### src/rtl/scope_pkg.sv
// Shared scope definitions: default geometry of the capture/display RAMs,
// the signed sample type and the memcpy controller state encoding.
package scope_pkg;

    localparam int DEF_ADDR_W  = 9;
    localparam int DEF_NSAMP   = 500;
    localparam int DEF_PRETRIG = 250;
    localparam int SAMPLE_W    = 9;

    typedef logic signed [SAMPLE_W-1:0] sample_t;

    typedef enum logic [1:0] {
        ST_IDLE    = 2'd0,
        ST_COPY    = 2'd1,
        ST_DRAIN   = 2'd2,
        ST_RELEASE = 2'd3
    } memcpy_state_t;

endpackage

### src/rtl/display_memcpy_ctrl_if.sv
// Bundle between the memcpy controller and its surroundings: VGA window,
// acquisition handshake, capture RAM read port and display RAM write port.
interface display_memcpy_ctrl_if #(
    parameter int ADDR_W = scope_pkg::DEF_ADDR_W
);
    import scope_pkg::*;

    logic              memcpy_window;
    logic              capture_ready;
    logic              hold;
    logic [ADDR_W-1:0] trig_addr;
    sample_t           cap_rd_data_ch1;
    sample_t           cap_rd_data_ch2;

    logic              cap_rd_en;
    logic [ADDR_W-1:0] cap_rd_addr;
    logic              disp_wr_en;
    logic [ADDR_W-1:0] disp_wr_addr;
    sample_t           disp_wr_data_ch1;
    sample_t           disp_wr_data_ch2;
    logic              capture_release;
    logic              busy;
    logic [15:0]       copy_count;

    modport master (
        input  memcpy_window, capture_ready, hold, trig_addr,
               cap_rd_data_ch1, cap_rd_data_ch2,
        output cap_rd_en, cap_rd_addr, disp_wr_en, disp_wr_addr,
               disp_wr_data_ch1, disp_wr_data_ch2,
               capture_release, busy, copy_count
    );

    modport slave (
        output memcpy_window, capture_ready, hold, trig_addr,
               cap_rd_data_ch1, cap_rd_data_ch2,
        input  cap_rd_en, cap_rd_addr, disp_wr_en, disp_wr_addr,
               disp_wr_data_ch1, disp_wr_data_ch2,
               capture_release, busy, copy_count
    );

endinterface

### src/rtl/display_memcpy_ctrl.sv
// Once-per-frame copy of the triggered capture record into display RAM,
// started on the rising edge of the VGA memcpy window and aborted if it closes.
module display_memcpy_ctrl
    import scope_pkg::*;
#(
    parameter int ADDR_W  = DEF_ADDR_W,
    parameter int NSAMP   = DEF_NSAMP,
    parameter int PRETRIG = DEF_PRETRIG
) (
    input  logic                  vga_clk,
    input  logic                  reset,
    display_memcpy_ctrl_if.master bus
);

    localparam int CNT_W = $clog2(NSAMP + 1);

    memcpy_state_t     state_reg;
    logic              win_q;
    logic [CNT_W-1:0]  rd_cnt_reg;
    logic              cap_rd_en_reg;
    logic [ADDR_W-1:0] cap_rd_addr_reg;
    logic              disp_wr_en_reg;
    logic [ADDR_W-1:0] disp_wr_addr_reg;
    logic              capture_release_reg;
    logic              busy_reg;
    logic [15:0]       copy_count_reg;

    logic              start_next;
    logic              reads_done_next;
    logic [ADDR_W-1:0] start_addr_next;

    assign start_next      = bus.memcpy_window & ~win_q & bus.capture_ready & ~bus.hold;
    assign reads_done_next = (rd_cnt_reg == CNT_W'(NSAMP));
    assign start_addr_next = bus.trig_addr - ADDR_W'(PRETRIG);

    always_ff @(posedge vga_clk or posedge reset) begin
        if (reset) begin
            state_reg           <= ST_IDLE;
            win_q               <= 1'b0;
            rd_cnt_reg          <= '0;
            cap_rd_en_reg       <= 1'b0;
            cap_rd_addr_reg     <= '0;
            disp_wr_en_reg      <= 1'b0;
            disp_wr_addr_reg    <= '0;
            capture_release_reg <= 1'b0;
            busy_reg            <= 1'b0;
            copy_count_reg      <= '0;
        end else begin
            win_q <= bus.memcpy_window;
            case (state_reg)
                ST_IDLE: begin
                    disp_wr_en_reg      <= 1'b0;
                    capture_release_reg <= 1'b0;
                    if (start_next) begin
                        state_reg       <= ST_COPY;
                        cap_rd_addr_reg <= start_addr_next;
                        cap_rd_en_reg   <= 1'b1;
                        rd_cnt_reg      <= CNT_W'(1);
                        busy_reg        <= 1'b1;
                    end
                end
                ST_COPY: begin
                    // Window closed early: drop both strobes, keep the buffer for next frame.
                    if (!bus.memcpy_window && !reads_done_next) begin
                        state_reg      <= ST_IDLE;
                        cap_rd_en_reg  <= 1'b0;
                        disp_wr_en_reg <= 1'b0;
                        busy_reg       <= 1'b0;
                    end else begin
                        disp_wr_en_reg   <= cap_rd_en_reg;
                        disp_wr_addr_reg <= ADDR_W'(rd_cnt_reg - CNT_W'(1));
                        if (reads_done_next) begin
                            cap_rd_en_reg <= 1'b0;
                            state_reg     <= ST_DRAIN;
                        end else begin
                            cap_rd_addr_reg <= cap_rd_addr_reg + ADDR_W'(1);
                            rd_cnt_reg      <= rd_cnt_reg + CNT_W'(1);
                        end
                    end
                end
                ST_DRAIN: begin
                    disp_wr_en_reg      <= 1'b0;
                    busy_reg            <= 1'b0;
                    capture_release_reg <= 1'b1;
                    copy_count_reg      <= copy_count_reg + 16'd1;
                    state_reg           <= ST_RELEASE;
                end
                ST_RELEASE: begin
                    capture_release_reg <= 1'b0;
                    state_reg           <= ST_IDLE;
                end
                default: begin
                    state_reg <= ST_IDLE;
                end
            endcase
        end
    end

    assign bus.cap_rd_en       = cap_rd_en_reg;
    assign bus.cap_rd_addr     = cap_rd_addr_reg;
    assign bus.disp_wr_en      = disp_wr_en_reg;
    assign bus.disp_wr_addr    = disp_wr_addr_reg;
    assign bus.capture_release = capture_release_reg;
    assign bus.busy            = busy_reg;
    assign bus.copy_count      = copy_count_reg;

    // The capture RAM output register already sits one cycle behind the read,
    // aligned with the write strobe; gate it so idle write data reads as zero.
    assign bus.disp_wr_data_ch1 = disp_wr_en_reg ? bus.cap_rd_data_ch1 : '0;
    assign bus.disp_wr_data_ch2 = disp_wr_en_reg ? bus.cap_rd_data_ch2 : '0;

endmodule

### src/flat_wrapper.sv
// flat-port wrapper written by rule: the top's interface ports become plain ports
module display_memcpy_ctrl_flat import scope_pkg::*;
#(
    parameter int ADDR_W  = DEF_ADDR_W,
    parameter int NSAMP   = DEF_NSAMP,
    parameter int PRETRIG = DEF_PRETRIG
)
  (vga_clk, reset, bus_memcpy_window, bus_capture_ready, bus_hold, bus_trig_addr, bus_cap_rd_data_ch1, bus_cap_rd_data_ch2, bus_cap_rd_en, bus_cap_rd_addr, bus_disp_wr_en, bus_disp_wr_addr, bus_disp_wr_data_ch1, bus_disp_wr_data_ch2, bus_capture_release, bus_busy, bus_copy_count);
  display_memcpy_ctrl_if #(.ADDR_W(ADDR_W)) bus_i ();
  input  logic vga_clk;
  input  logic reset;
  input wire logic [$bits(bus_i.memcpy_window)-1:0] bus_memcpy_window;
  input wire logic [$bits(bus_i.capture_ready)-1:0] bus_capture_ready;
  input wire logic [$bits(bus_i.hold)-1:0] bus_hold;
  input wire logic [$bits(bus_i.trig_addr)-1:0] bus_trig_addr;
  input wire logic [$bits(bus_i.cap_rd_data_ch1)-1:0] bus_cap_rd_data_ch1;
  input wire logic [$bits(bus_i.cap_rd_data_ch2)-1:0] bus_cap_rd_data_ch2;
  output wire logic [$bits(bus_i.cap_rd_en)-1:0] bus_cap_rd_en;
  output wire logic [$bits(bus_i.cap_rd_addr)-1:0] bus_cap_rd_addr;
  output wire logic [$bits(bus_i.disp_wr_en)-1:0] bus_disp_wr_en;
  output wire logic [$bits(bus_i.disp_wr_addr)-1:0] bus_disp_wr_addr;
  output wire logic [$bits(bus_i.disp_wr_data_ch1)-1:0] bus_disp_wr_data_ch1;
  output wire logic [$bits(bus_i.disp_wr_data_ch2)-1:0] bus_disp_wr_data_ch2;
  output wire logic [$bits(bus_i.capture_release)-1:0] bus_capture_release;
  output wire logic [$bits(bus_i.busy)-1:0] bus_busy;
  output wire logic [$bits(bus_i.copy_count)-1:0] bus_copy_count;
  assign bus_i.memcpy_window = bus_memcpy_window;
  assign bus_i.capture_ready = bus_capture_ready;
  assign bus_i.hold = bus_hold;
  assign bus_i.trig_addr = bus_trig_addr;
  assign bus_i.cap_rd_data_ch1 = bus_cap_rd_data_ch1;
  assign bus_i.cap_rd_data_ch2 = bus_cap_rd_data_ch2;
  assign bus_cap_rd_en = bus_i.cap_rd_en;
  assign bus_cap_rd_addr = bus_i.cap_rd_addr;
  assign bus_disp_wr_en = bus_i.disp_wr_en;
  assign bus_disp_wr_addr = bus_i.disp_wr_addr;
  assign bus_disp_wr_data_ch1 = bus_i.disp_wr_data_ch1;
  assign bus_disp_wr_data_ch2 = bus_i.disp_wr_data_ch2;
  assign bus_capture_release = bus_i.capture_release;
  assign bus_busy = bus_i.busy;
  assign bus_copy_count = bus_i.copy_count;
  display_memcpy_ctrl #(.ADDR_W(ADDR_W), .NSAMP(NSAMP), .PRETRIG(PRETRIG)) u_core (.vga_clk(vga_clk), .reset(reset), .bus(bus_i));
endmodule
### config.mk
export PLATFORM = sky130hd
export DESIGN_NAME = display_memcpy_ctrl_flat
export DESIGN_NICKNAME = d
export VERILOG_FILES = /design/src/rtl/scope_pkg.sv /design/src/rtl/display_memcpy_ctrl_if.sv /design/src/rtl/display_memcpy_ctrl.sv /design/src/flat_wrapper.sv
export SDC_FILE = /design/constraint.sdc
export NUM_CORES = 1
export LEC_CHECK = 0
export ABC_CLOCK_PERIOD_IN_PS = 2300
export CAP_MARGIN = 15
export CORE_ASPECT_RATIO = 1.75
export CORE_UTILIZATION = 45
export DETAILED_ROUTE_END_ITERATION = 8
export PLACE_DENSITY_LB_ADDON = 0.05
export RECOVER_POWER = 25
export SYNTH_ARGS = -nofsm -noshare
export SYNTH_HDL_FRONTEND = slang
export SYNTH_SLANG_ARGS = --single-unit
### constraint.sdc
create_clock -name vga_clk -period 2.3 [get_ports vga_clk]
set_input_delay 0.46 -clock vga_clk [delete_from_list [all_inputs] [get_ports vga_clk]]
set_output_delay 0.46 -clock vga_clk [all_outputs]
set_load 0.1 [all_outputs]
* Word-level counts from Yosys, hierarchy flattened
Index checks and enable logic that the tools add are counted. W data, S select, Z words.
Word-level totals: bits in registers 50, input bits 32, word-level logic and storage cells 68, output and inout port bits 56
Cells by class: add/subtract/negate cells 5, eq/ne operators 9, multiplexer cells 23, reductions and logical operators 15, bitwise gates (word level) 6
Operators by type and width (number):
- $mux W9 | 8
- $pmux W9 S2 | 2
- $add A9 B1 Y9 const B | 2
- $add A16 B1 Y16 const B | 1
- $eq A9 B9 Y1 const B | 1
- $sub A9 B1 Y9 const B | 1
- $sub A9 B8 Y9 const B | 1
- $pmux W2 S4 | 1
- $mux W2 | 3
- $pmux W1 S2 | 3
- $reduce_and A3 Y1 | 2
- $reduce_bool A2 Y1 | 3
- $mux W1 | 5
- $eq A2 B2 Y1 const B | 2
- $ne A2 B1 Y1 const B | 2
- $ne A2 B2 Y1 const B | 2
- $reduce_and A2 Y1 | 2
- $reduce_and A4 Y1 | 1
- $reduce_or A2 Y1 | 2
- $and A1 B1 Y1 | 3
- $ne A3 B1 Y1 const B | 1
- $not A1 Y1 | 3
- $pmux W1 S3 | 1
- $reduce_bool A3 Y1 | 1
- other kinds (4) | 5

* Logic depth before layout (Yosys ltp)
Gate-level depths: netlist of run 1.
depth in word-level cells 6, mapped depth 9, mapped depth without buffers 7

* Worst setup path before layout of run 1
OpenSTA, ideal clock, no wires.
path type register to output, start point register u_core.disp_wr_en_reg (netlist: u_core.bus.disp_wr_en), end point output bus_disp_wr_data_ch1[0], arrival 2.030 ns, required time 1.840 ns, cell stages (with the launch flop) 3, slack -0.190 ns, path buffers 1, path through dfrtp_1 -> clkbuf_1 -> and2_1
Between the ends: cells in the longest elaborated chain, start to end 1
RTL lines:
- start, declared | RTL line display_memcpy_ctrl.sv:22 | logic disp_wr_en_reg;
- start signal, assigned | RTL line display_memcpy_ctrl.sv:70 | disp_wr_en_reg <= cap_rd_en_reg;
- $mux W9 | RTL line display_memcpy_ctrl.sv:109 | assign bus.disp_wr_data_ch1 = disp_wr_en_reg ? bus.cap_rd_data_ch1 : '0;
- end, declared | RTL line flat_wrapper.sv:22 | output wire logic [$bits(bus_i.disp_wr_data_ch1)-1:0] bus_disp_wr_data_ch1;
No other way between the ends.

* Final worst setup path of run 1
start point register u_core.state_reg[0], end point register u_core.rd_cnt_reg[7]
Between the ends: cells in the longest elaborated chain, start to end 3, elaborated cells between the ends (all ways) 8, classes of those cells eq/ne (4); mux (1); reduce/logical (3)
RTL lines:
- start, declared | RTL line display_memcpy_ctrl.sv:17 | memcpy_state_t state_reg;
- start signal, assigned | RTL line display_memcpy_ctrl.sv:38 | state_reg <= ST_IDLE;
- start signal, assigned | RTL line display_memcpy_ctrl.sv:55 | state_reg <= ST_COPY;
- start signal, assigned | RTL line display_memcpy_ctrl.sv:65 | state_reg <= ST_IDLE;
- $eq A2 B1 Y1 / $logic_not A2 Y1 (equally long branches) | RTL line display_memcpy_ctrl.sv:50 | case (state_reg)
- $ne A2 B2 Y1 (no line), or another cell as far along
- $reduce_and A4 Y1 (no line)
- end signal, assigned | RTL line display_memcpy_ctrl.sv:77 | rd_cnt_reg <= rd_cnt_reg + CNT_W'(1);
- end, declared | RTL line display_memcpy_ctrl.sv:19 | logic [CNT_W-1:0] rd_cnt_reg;
Parallel ways exist; a longest one is shown, timed or not. A chain may end at the register's enable or synchronous reset.

==> summary.md, run 1 <==
| Metric | Value |
|---|---|
| Die X | `just over 60 um` |
| Slew @ Worst Pin | `~0.7 ns` |
| Worst EP arrival | `approximately 2.3 ns` |
| Register area share after synthesis | `around 45%` |
| Switching Fraction | `between 50% and 60%` |
| First drt pass iteration count | `4` |
| Largest net degree at the start of global routing | `23` |
| Core Region | `approximately 5900 sq um` |
| Cell area after synthesis | `roughly 2800 sq um` |
| Layout cells sized above 1 | `a little over a quarter` |
| Area Growth Syn to Fin | `42.5%` |
| Buf/Inv on CP | `2` |
| Fmax | `roughly 470 MHz` |
| Wire length per cell | `13.6 um` |
| Mux cell area share after synthesis | `1.52%` |
| Die area | `approximately 6600 sq um` |
| Worst path max stage delay | `roughly 0.46 ns` |
| P_sw | `~3.4 mW` |
| Clock Power Share | `8.8%` |
| Status | `finished clean` |
| Static leakage power | `roughly 1.8 nW` |
| CP max-delay cell | `dfrtp_1` |
| Grt total ovfl | `0` |
| Worst min path class | `flop to flop` |
| Final HPWL DP | `5080 um` |
| # hold bufs at CTS | `0` |
| Final Hold Fails | `0` |
| Compound-cell area share of the yosys netlist | `11.7%` |
| Net Count, Synth | `339` |
| Post-Syn Area per Cell | `around 9.5 sq um` |
| Ant diodes | `0` |
| Detail Route Antenna Nets | `0` |
| Post-synth top flop | `dfrtp_1` |
| Row count | `37` |
| DR iter-0 viols | `78` |
| Gp weighted congestion | `about 0.77` |
| Port bufs | `87` |
| Vias in the first global route | `between 2,000 and 2,500` |
| Clock Latency Late Sink | `around 0.30 ns` |
| Max Slew Vio Count | `0` |
| Synth Area in XOR/XNOR | `around a tenth` |
| Remaining DRCs | `0` |
| Tmin final | `roughly 2.1 ns` |
| Sequential share of power | `around 25%` |
| WL final | `approximately 6400 um` |
| Adder-cell area share of the yosys netlist | `between 5 and 6%` |
| Flops & latches, synth | `50` |
| Largest family of logic cells by synthesized area | `simple AND/OR/NAND/NOR gates` |
| EDFF count, synth | `0` |
| TritonCTS Buffers | `5` |
| Die Span Y | `around 110 um` |
| Clk sinks | `50` |
| Largest register FFs | `16` |
| Placed insts | `460` |
| Setup Skew | `0.0111 ns` |
| Slew margin rel. | `between 50% and 60%` |
| Final setup viols | `0` |
| Vias | `2,410` |
| GRT Total Usage | `between 20% and 30%` |
| Critical-path cell list | `inv_1 -> ha_1 -> nand2_1 -> o22a_4 -> buf_4 -> nor3_1 -> xnor2_1 -> nor2_1` |
| WP data required | `about 2.5 ns` |
| Max Cap Viol | `0` |
| Synth warn | `0` |
| Internal power | `approximately 2.5 mW` |
| Vias per cell | `between 5 and 6` |
| CP Capture Type | `flop` |
| Synth cell types | `45` |
| Crit Path Category | `flop to flop` |
| IR drop worst, VDD | `1.14 mV` |
| RSZ-0062 raised after global routing | `false` |
| Final net count | `roughly 430` |
| Cts repair resizes | `0` |
| Post-synth ARST share | `100%` |
| Startpoint types | `flop` |
| Postcts setup bufs | `0` |
| Reg clk slew, reported paths | `about 0.090 ns` |
| Gate power share | `66.2%` |
| Simple-gate share of the synthesized area | `22.1%` |
| Initial antenna violation count | `0` |
| Final Core Density | `67.4%` |
| Post-Syn Instances | `roughly 300` |
| Critical path peak fanout | `8` |
| Fill cells | `499` |
| Final Cycle Share | `between 90 and 100%` |
| CTS tree | `yes` |
| Max Root-Sink Buffers | `2` |
| # H-tree levels | `2` |
| Top delay family on crit path | `simple AND/OR/NAND/NOR gates` |
| Starting density of the core | `a little under half` |
| I/O pin total | `88` |
| Global-route wire length before repair | `between 10,000 and 15,000 um` |
| Root Buffer | `clkbuf_8` |
| Post-route insts no fill | `468` |
| Cell Pwr Density | `1470 nW/um^2` |
-- placed cells by master (no fill, tap or decap), types with 4 or more instances in the layout --
master,n
a21oi_1,11
and2_2,18
and4_1,4
buf_12,18
buf_4,50
clkbuf_8,6
clkdlybuf4s50_1,29
dfrtp_1,50
ha_1,12
inv_1,12
nand2_1,33
nand3_1,14
nand4_1,7
nor2_1,22
nor3_1,7
o21ai_0,19
o22ai_1,4
xnor2_1,25
xor2_1,9
-- synthesized netlist by cell type (3+ instances only) --
cell type  count  area share, %
a21oi_1       11            2.0
a22o_1         3           0.94
and2_1        18            4.0
and3_1         3           0.67
and4_1         4            1.2
buf_2          5           0.89
clkbuf_1       4           0.54
dfrtp_1       50             45
ha_1          12            5.4
inv_1         12            1.6
nand2_1       33            4.4
nand3_1       14            2.5
nand3b_1       3           0.80
nand4_1        7            1.6
nor2_1        22            2.9
nor3_1         7            1.2
o21ai_0       20            3.6
o22ai_1        4           0.89
xnor2_1       25            7.8
xor2_1         9            2.8
-- metrics by stage --
| step | hold WS [ns] | instance area [sq um] | setup WS [ns] | power [mW] | setup TNS [ns] |
|---|---|---|---|---|---|
| after floorplan | 0.491 | 2830 | 0.0910 | 4.35 | 0 |
| after global placement | 0.464 | 3920 | 0.0510 | 5.37 | 0 |
| after detailed placement | 0.466 | 3920 | -0.00575 | 5.41 | -0.00575 |
| after CTS | 0.480 | 4010 | 0.192 | 5.93 | 0 |
| after global routing | 0.514 | 4000 | 0.0303 | 6.20 | 0 |
| final | 0.477 | 4000 | 0.181 | 5.89 | 0 |
-- power groups by stage --
stage	Clock, mW	Sequential, mW	Combinational (mW)
floorplan	0	2.81	1.54
CTS	0.527	1.47	3.93
finish	0.518	1.47	3.90
global route	0.564	1.52	4.12
detailed placement	0	1.49	3.93
global placement	0	1.48	3.89
-- worst paths after layout --
kind	start	to	slack (ns)	depth (start not counted)
max in group asynchronous	reset	u_core.bus.busy	0.61	3
worst min-delay path	u_core.bus.copy_count[15]	u_core.bus.copy_count[15]	0.48	1
min in group asynchronous	reset	u_core.bus.copy_count[10]	0.70	2
worst min register to register	u_core.bus.copy_count[15]	u_core.bus.copy_count[15]	0.48	1
worst max register to register	u_core.state_reg[0]	u_core.rd_cnt_reg[7]	0.18	8
worst max-delay path	u_core.state_reg[0]	u_core.rd_cnt_reg[7]	0.18	8
-- layer usage --
layer | part of all wire, % | track usage [%] | vias up
met5 | 0 | 0 | -
li1 | - | - | 1197
met3 | 2.7 | 2.31 | 11
met2 | 56 | 37.6 | 53
met1 | 39 | 24.4 | 1149
met4 | 2.5 | 8.57 | 0
-- logic make-up (layout without fill, tap and decap cells) --
logic type,count (synthesis),in the layout
xor gates and xnor gates,34,34
buffers and inverters,25,120
AOI/OAI and AO/OA,51,51
muxes,4,4
DFF,50,50
and+or+nand+nor,119,119
adders and majority gates,12,12
-- layout make-up --
type	instances	area (sq um)	share of cell area, %
Clock buffer	7	86.3	2.16
Clock inverter	1	5.00	0.125
Inverter	12	45.0	1.13
Multi-Input combinational cell	220	1460	36.5
Sequential cell	50	1250	31.3
Tap cell	78	97.6	2.44
Timing Repair Buffer	100	1050	26.3
Power figures use the tool's default switching activity.
==> run 2, diff against run 1 <==
Settings changed: HOLD_SLACK_MARGIN set to 0.15.
==> results of run 2 <==
Same layout as run 1: the final DEF is identical, and so are final timing and power.
